==> config.mk <==
export PLATFORM = sky130hd
export DESIGN_NAME = block_packer
export DESIGN_NICKNAME = d
export VERILOG_FILES = /design/src/rtl/block_packer.sv
export SDC_FILE = /design/constraint.sdc
export NUM_CORES = 1
export LEC_CHECK = 0
export BUFFER_PORTS_ARGS = -buffer_cell sky130_fd_sc_hd__clkbuf_2
export CAP_MARGIN = 15
export CORE_MARGIN = 5
export CORE_UTILIZATION = 40
export DETAILED_ROUTE_END_ITERATION = 10
export GPL_TIMING_DRIVEN = 0
export PLACE_DENSITY = 0.6
export SYNTH_ARGS = -nofsm -noshare
export SYNTH_HDL_FRONTEND = slang
export SYNTH_SLANG_ARGS = --single-unit
==> constraint.sdc <==
create_clock -name clk -period 6.3 [get_ports clk]
set_input_delay 0.315 -clock clk [delete_from_list [all_inputs] [get_ports clk]]
set_output_delay 0.315 -clock clk [all_outputs]
set_load 0.005 [all_outputs]
==> src/rtl/block_packer.sv <==
// rtl/block_packer.sv - packs a byte stream into 128-bit blocks and pushes them into fifo_buffer
// Optional build macro BLOCK_PACKER_PAD_EN selects PKCS#7 flush padding instead of zero padding.
module block_packer #(
    parameter int CNT_W = 16
) (
    input  logic             clk,
    input  logic             nRst,
    input  logic             byte_valid,
    input  logic [7:0]       byte_in,
    output logic             byte_ready,
    input  logic             flush,
    input  logic             fifo_full,
    output logic             fifo_write,
    output logic [127:0]     fifo_data,
    output logic [CNT_W-1:0] block_count
);

    typedef enum logic [0:0] {
        FILL = 1'b0,
        PUSH = 1'b1
    } state_t;

    state_t       state;
    logic [3:0]   cnt;
    logic [127:0] data_q;

    logic         accept;
    logic [127:0] shifted;
    logic [4:0]   cnt_eff;
    logic [7:0]   pad_byte;
    logic [7:0]   pad_shift;
    logic [7:0]   fill_shift;
    logic [127:0] pad_fill;
    logic [127:0] padded;

    assign byte_ready  = (state == FILL);
    assign fifo_write  = (state == PUSH) && !fifo_full;
    assign fifo_data   = data_q;

    always_comb begin
        accept     = byte_valid && byte_ready;
        shifted    = accept ? {data_q[119:0], byte_in} : data_q;
        cnt_eff    = {1'b0, cnt} + {4'b0000, accept};
        fill_shift = {cnt_eff, 3'b000};
        pad_shift  = 8'd128 - fill_shift;
`ifdef BLOCK_PACKER_PAD_EN
        pad_byte   = 8'd16 - {3'b000, cnt_eff};
`else
        pad_byte   = 8'h00;
`endif
        // Replicated pad shifted right leaves exactly the (16 - cnt_eff) low bytes set
        pad_fill   = {16{pad_byte}} >> fill_shift;
        padded     = (shifted << pad_shift) | pad_fill;
    end

    always_ff @(posedge clk or negedge nRst) begin
        if (!nRst) begin
            state       <= FILL;
            cnt         <= 4'd0;
            data_q      <= 128'h0;
            block_count <= '0;
        end else begin
            case (state)
                FILL: begin
                    if (accept && cnt == 4'd15) begin
                        data_q <= shifted;
                        cnt    <= 4'd0;
                        state  <= PUSH;
                    end else if (flush && cnt_eff != 5'd0) begin
                        data_q <= padded;
                        cnt    <= 4'd0;
                        state  <= PUSH;
                    end else if (accept) begin
                        data_q <= shifted;
                        cnt    <= cnt + 4'd1;
                    end
                end
                PUSH: begin
                    if (!fifo_full) begin
                        state       <= FILL;
                        cnt         <= 4'd0;
                        block_count <= block_count + 1'b1;
                    end
                end
                default: state <= FILL;
            endcase
        end
    end

endmodule

==> flow_metrics.env, run 1 <==
export IMPL_outcome="completed"
export IMPL_clock_tree_buffer_depth=2
export IMPL_grt_usage_pct=41.9
export IMPL_rrSetupSlack_ps=190
export IMPL_port_buffers=158
export IMPL_die_h_um=193
export IMPL_core_area_mm2=0.0334
export IMPL_syn_nets=1584
export IMPL_cts_tree="yes"
export IMPL_ys_seq_area_share_pct=27.8
export IMPL_path_cells="buf_2 -> nand2b_1 -> buf_4 -> inv_4 -> buf_4 -> buf_4 -> ha_1 -> ha_1 -> or2_0 -> clkbuf_1 -> or2_1 -> buf_4 -> nor2_1 -> ha_1 -> nor2b_1 -> o21ai_1 -> clkbuf_1 -> clkbuf_1 -> a22oi_1 -> nand3_1"
export IMPL_crit_end="fifo_data[97]$_DFFE_PN0P_"
export IMPL_syn_inst=1566
export IMPL_fin_crit_sh_pct=97.0
export IMPL_cp_slowest_cell="clkbuf_1"
export IMPL_cp_arrival_ps=6500
export IMPL_rows=67
export IMPL_grt_pass1_vias=14200
export IMPL_yosysWarnings=0
export IMPL_yosysTopAreaCell="dfrtp_1"
export IMPL_cpPeakStageDelay_ps=830
export IMPL_dp_hpwl_mm=59.9
export IMPL_antenna_found_initial=4
export IMPL_relSlewSlack_pct=19.2
export IMPL_drt_wl_total_mm=79.3
export IMPL_synth_area_mm2=0.0134
export IMPL_crit_fanout=19
export IMPL_io_pins=159
export IMPL_r2r_end="fifo_data[97]$_DFFE_PN0P_"
export IMPL_cp_start_kind="register"
export IMPL_synth_avg_cell_area_um2=8.57
export IMPL_yosysTopAreaCellShare_pct=27.8
export IMPL_num_vias=15100
export IMPL_tightest_slew_ps=1210
export IMPL_drcViolationCount=0
export IMPL_synth_main_ff_cell="dfrtp_1"
export IMPL_first_iter_violations=2360
export IMPL_critPathRequiredTime_ps=6690
export IMPL_setup_viol_count_final=0
export IMPL_rr_worst_depth=20
export IMPL_gr_total_overflow=0
export IMPL_grt_start_max_net_pins=103
export IMPL_startpoint="state$_DFF_PN0_"
export IMPL_setup_ws_ps=188
export IMPL_min_path_type="input pin to register"
export IMPL_synth_cell_types=69
export IMPL_post_drt_wl_per_cell_um=36.0
export IMPL_grt_pass1_wl_mm=110
export IMPL_place_ws_ps=-639
export IMPL_syn2layout_area_growth_pct=15.2
export IMPL_n_antenna_cell=0
export IMPL_drt_vias_per_instance=6.83
export IMPL_async_flop_share_pct=100
export IMPL_min_period_ps=6110
export IMPL_hold_viol=0
export IMPL_clkTransAtPathRegs_ps=70
export IMPL_cts_buffers=17
export IMPL_slew_viol_final=0
export IMPL_start_util_pct=40.2
export IMPL_cp_common_cell="buf_4"
export IMPL_finalClockSkew_ps=16.8
export IMPL_path_class="register to register"
export IMPL_ant_nets=0
export IMPL_fmax_mhz=164
export IMPL_gp_congestion=1.04
export IMPL_critical_path_endpoint_type="register"
export IMPL_firstDrtPassIters=7
export IMPL_dieArea_mm2=0.0373
export IMPL_cp_top_family="buffers and inverters"
export IMPL_crit_buf_inv=9
export IMPL_worstReg2RegStart="state$_DFF_PN0_"
export IMPL_rsz0062_at_grt="false"
export IMPL_layout_nets=1763
export IMPL_crit_cells=20
export IMPL_synth_area_leaders="dfrtp_1 (28%), mux2i_1 (21%), nand2_1 (5.8%), nor2_1 (4.2%), a221oi_1 (4.0%)"
export IMPL_clock_latency_ps=480
export IMPL_ys_seq_elements=149
export IMPL_cts_root_buf="clkbuf_16"
export IMPL_clock_sinks=149
export IMPL_maxCapViolations=0
export IMPL_ctsHtreeMaxLevel=4
export IMPL_layout_drive_gt1_share_pct=20.1
export IMPL_fp_dieW_um=193
export IMPL_synth_edff_count=0
-- timing repair --
| action | CTS | global route |
|---|---|---|
| hold buffers | 1 | 0 |
| pin swaps | 1 | 0 |
| setup buffers | 1 | 0 |
| gates cloned | 0 | 0 |
| resized for setup | 9 | 10 |
| endpoints found under the hold margin | 47 | 0 |
| setup endpoints to repair | 75 | 60 |
-- logic make-up (layout without fill, tap and decap cells) --
logic type	Yosys count	after routing	share of synthesized area [%]
compound gates	395	395	20.3
buf+inv	152	342	5.84
simple gates	508	508	16.8
flops	149	149	27.8
xor+xnor	28	28	2.69
mux	329	329	26.1
fa+ha+maj	5	5	0.466
-- cell usage after synthesis (all sizes together), types with 2 or more instances --
master / instances
nor2: 152
and2: 5
nand3: 62
ha: 5
inv: 5
a21boi: 3
o221ai: 8
xor2: 8
a221o: 4
or2: 3
a22oi: 40
a311o: 2
nor3: 16
o31ai: 18
and3b: 3
o21ai: 85
clkbuf: 53
nand2: 207
a22o: 3
o21a: 3
a211oi: 15
mux4: 14
nand3b: 2
and3: 3
nand4b: 6
a222oi: 13
a21oi: 80
a31oi: 3
mux2: 31
o22ai: 8
a21bo: 4
dfrtp: 149
a21o: 6
a211o: 6
nand4: 6
o211ai: 24
nand2b: 28
o22a: 2
buf: 93
xnor2: 20
mux2i: 284
o2111ai: 3
a221oi: 61
nor2b: 12
-- worst min-delay path, cell delays in order --
cell and delay, ps:
clkbuf_2 100, nand2_1 60, a21oi_1 50
-- per-layer routing --
layer	up-vias	share of wire [%]	track usage, %
met5	-	0.057	0
met1	7340	40	55.9
met2	1280	41	59.8
li1	6156	-	-
met3	283	14	16.3
met4	4	5.6	19.3
-- area by class of cell --
class,instances,area (um^2)
buffer,145,767
clock buffer,23,498
clock inverter,7,120
fill,3408,17900
inverter,6,25.0
multi-input combinational,1265,8920
sequential,149,3730
tap,448,561
timing repair buffer,161,845
-- registers in the layout, indices dropped and copies added (netlist names) --
register and count:
block_count 16, state 1, cnt 4, fifo_data 128
-- worst min path at each step --
| stage | start | end | slack (ps) | cells after the start |
|---|---|---|---|---|
| floorplan | nRst | block_count[0]$_DFFE_PN0P_ | 20 | 0 |
| global placement | block_count[15]$_DFFE_PN0P_ | block_count[15]$_DFFE_PN0P_ | 460 | 1 |
| detailed placement | nRst | block_count[2]$_DFFE_PN0P_ | 290 | 1 |
| CTS | byte_in[1] | fifo_data[1]$_DFFE_PN0P_ | 80 | 3 |
| global route | byte_in[3] | fifo_data[3]$_DFFE_PN0P_ | 110 | 3 |
| finish | byte_in[3] | fifo_data[3]$_DFFE_PN0P_ | 100 | 3 |
-- per-stage QoR --
step / cell area [um^2] / instances / setup TNS (ps) / utilization, % / hold WS [ps]
2_1_floorplan: 13400 / 1566 / 0 / - / 19.4
3_3_place_gp: 14800 / 2172 / -11200 / 44.3 / 455
3_5_place_dp: 14800 / 2173 / -12900 / 44.4 / 288
4_1_cts: 15500 / 2205 / 0 / 46.3 / 83.7
5_1_grt: 15500 / 2204 / 0 / 46.4 / 109
6_report: 15500 / 2204 / 0 / 46.4 / 97.1
-- cells in the final DEF, fill, tap and decap left out, drive strengths merged, types with 8 or more instances in the layout --
cell    synthesis  routed
mux2i         284     284
clkbuf         53     234
nand2         207     207
nor2          152     152
dfrtp         149     149
buf            93      94
o21ai          85      85
a21oi          80      80
nand3          62      62
a221oi         61      61
a22oi          40      40
mux2           31      31
nand2b         28      28
o211ai         24      24
xnor2          20      20
o31ai          18      18
nor3           16      16
a211oi         15      15
mux4           14      14
a222oi         13      13
nor2b          12      12
o221ai          8       8
o22ai           8       8
xor2            8       8
Power of run 1 is not shown: default switching activity piles up to over one toggle a cycle in this logic, so the estimate is an artifact.
==> inputs of run 2 (changes only) <==
Settings changed: MAX_ROUTING_LAYER set to met4.
==> run 2 against run 1 <==
Against the previous run: maximum frequency down 2.0%; sequential share of layout area about the same; critical path depth up 2; first-iteration DRC count up 0.68%; die area unchanged; hold slack worse by 2.1 ps; clock skew down 5.2 ps; count of clock-buffer cells in the layout down 5; global-route usage up 1.5 points; design area up 0.15%; critical endpoint is now fifo_data[80]$_DFFE_PN0P_; highest routed layer is now met4.
==> flow_metrics.env, run 2 (same netlist as run 1, synthesis figures left out) <==
export IMPL_syn2layout_area_growth_pct=15.4
export IMPL_clkTransAtPathRegs_ps=70
export IMPL_clock_sinks=149
export IMPL_grt_pass1_wl_mm=110
export IMPL_ant_nets=0
export IMPL_cts_root_buf="clkbuf_16"
export IMPL_start_util_pct=40.2
export IMPL_io_pins=159
export IMPL_relSlewSlack_pct=7.80
export IMPL_gp_congestion=1.06
export IMPL_min_path_type="input pin to register"
export IMPL_cp_start_kind="register"
export IMPL_drt_wl_total_mm=79.5
export IMPL_firstDrtPassIters=8
export IMPL_dieArea_mm2=0.0373
export IMPL_utilization_pct=46.4
export IMPL_core_area_mm2=0.0334
export IMPL_rsz0062_at_grt="false"
export IMPL_layout_drive_gt1_share_pct=20.1
export IMPL_fin_crit_sh_pct=99.0
export IMPL_critPathRequiredTime_ps=6660
export IMPL_setup_viol_count_final=0
export IMPL_outcome="completed"
export IMPL_critical_path_endpoint_type="register"
export IMPL_layout_common_cells="mux2i_1 (284), nand2_1 (207), clkbuf_2 (163)"
export IMPL_min_period_ps=6240
export IMPL_rows=67
export IMPL_num_vias=15000
export IMPL_cts_tree="yes"
export IMPL_drcViolationCount=0
export IMPL_grt_pass1_vias=14300
export IMPL_crit_fanout=18
export IMPL_gr_total_overflow=0
export IMPL_slew_viol_final=0
export IMPL_cp_arrival_ps=6600
export IMPL_grt_start_max_net_pins=95
export IMPL_layout_nets=1763
export IMPL_antenna_found_initial=4
export IMPL_dp_hpwl_mm=60.2
export IMPL_grt_usage_pct=43.5
export IMPL_fmax_mhz=160
export IMPL_cts_buffers=17
export IMPL_clock_latency_ps=470
export IMPL_path_class="register to register"
export IMPL_finalClockSkew_ps=11.5
export IMPL_largest_register_ffs=128
export IMPL_die_h_um=193
export IMPL_ctsHtreeMaxLevel=4
export IMPL_port_buffers=158
export IMPL_layout_commonest_cell="mux2i_1"
export IMPL_maxCapViolations=0
export IMPL_first_iter_violations=2376
export IMPL_fp_dieW_um=193
export IMPL_hold_viol=0
export IMPL_tightest_slew_ps=1370
export IMPL_clock_tree_buffer_depth=2
export IMPL_post_drt_wl_per_cell_um=36.0
export IMPL_drt_vias_per_instance=6.79
[run 2: path summary, 6_finish.rpt]
path,slack [ps],cells past startpoint,from,to
max reg2reg,60,22,state$_DFF_PN0_,fifo_data[80]$_DFFE_PN0P_
min in group asynchronous,370,2,nRst,block_count[0]$_DFFE_PN0P_
min reg2reg,480,1,block_count[15]$_DFFE_PN0P_,block_count[15]$_DFFE_PN0P_
max,60,22,state$_DFF_PN0_,fifo_data[80]$_DFFE_PN0P_
min,90,3,byte_in[4],fifo_data[4]$_DFFE_PN0P_
max in group asynchronous,5020,3,nRst,fifo_data[91]$_DFFE_PN0P_
[run 2: repair_timing]
action                                  CTS  global route
setup buffers                             1             0
endpoints found under the setup margin   81            25
hold buffers                              1             0
gates resized for setup                   7            12
cloned                                    0             0
hold endpoints to repair                 55             0
pin swaps                                 1             0
[run 2: critical path: stages (launching register included)]
cell and delay [ps]:
dfrtp_1 350, buf_2 220, nand2b_1 180, buf_4 200, inv_4 310, buf_4 350
buf_2 410, ha_1 290, ha_1 250, or2_0 140, clkbuf_1 300, or2_1 160
buf_4 190, nor2_1 100, ha_1 210, nor2b_1 400, o21a_1 240, nand2_1 110
buf_2 340, nor2_2 340, nand2_1 250, clkbuf_2 390, o21ai_0 340
[run 2: final cells by class]
type	count	area [um^2]
Tap cell	448	561
Inverter	6	25.0
Antenna cell	4	10.0
Timing Repair Buffer	161	845
Multi-Input combinational cell	1265	8930
Clock inverter	14	199
Buffer	145	763
Fill cell	3388	17900
Clock buffer	18	429
Sequential cell	149	3730
[run 2: metrics by stage]
| step | hold WS (ps) | cell area [um^2] | setup TNS [ps] | worst slack [ps] | cells |
|---|---|---|---|---|---|
| after floorplan | 19.4 | 13400 | 0 | 1660 | 1566 |
| after global routing | 127 | 15500 | 0 | 0.150 | 2209 |
| after global placement | 456 | 14800 | -17900 | -790 | 2172 |
| final | 95.0 | 15500 | 0 | 61.1 | 2210 |
| after detailed placement | 305 | 14800 | -22160 | -794 | 2173 |
| after CTS | 90.1 | 15500 | 0 | 136 | 2206 |
[run 2: routing by layer]
| layer | track usage, % | vias up | part of all wire, % |
|---|---|---|---|
| met1 | 56.8 | 7320 | 41 |
| met5 | - | - | 0 |
| met2 | 60.4 | 1234 | 41 |
| li1 | - | 6187 | - |
| met3 | 16.0 | 266 | 13 |
| met4 | 18.5 | 0 | 5.1 |
Power of run 2 is left out for the same reason.
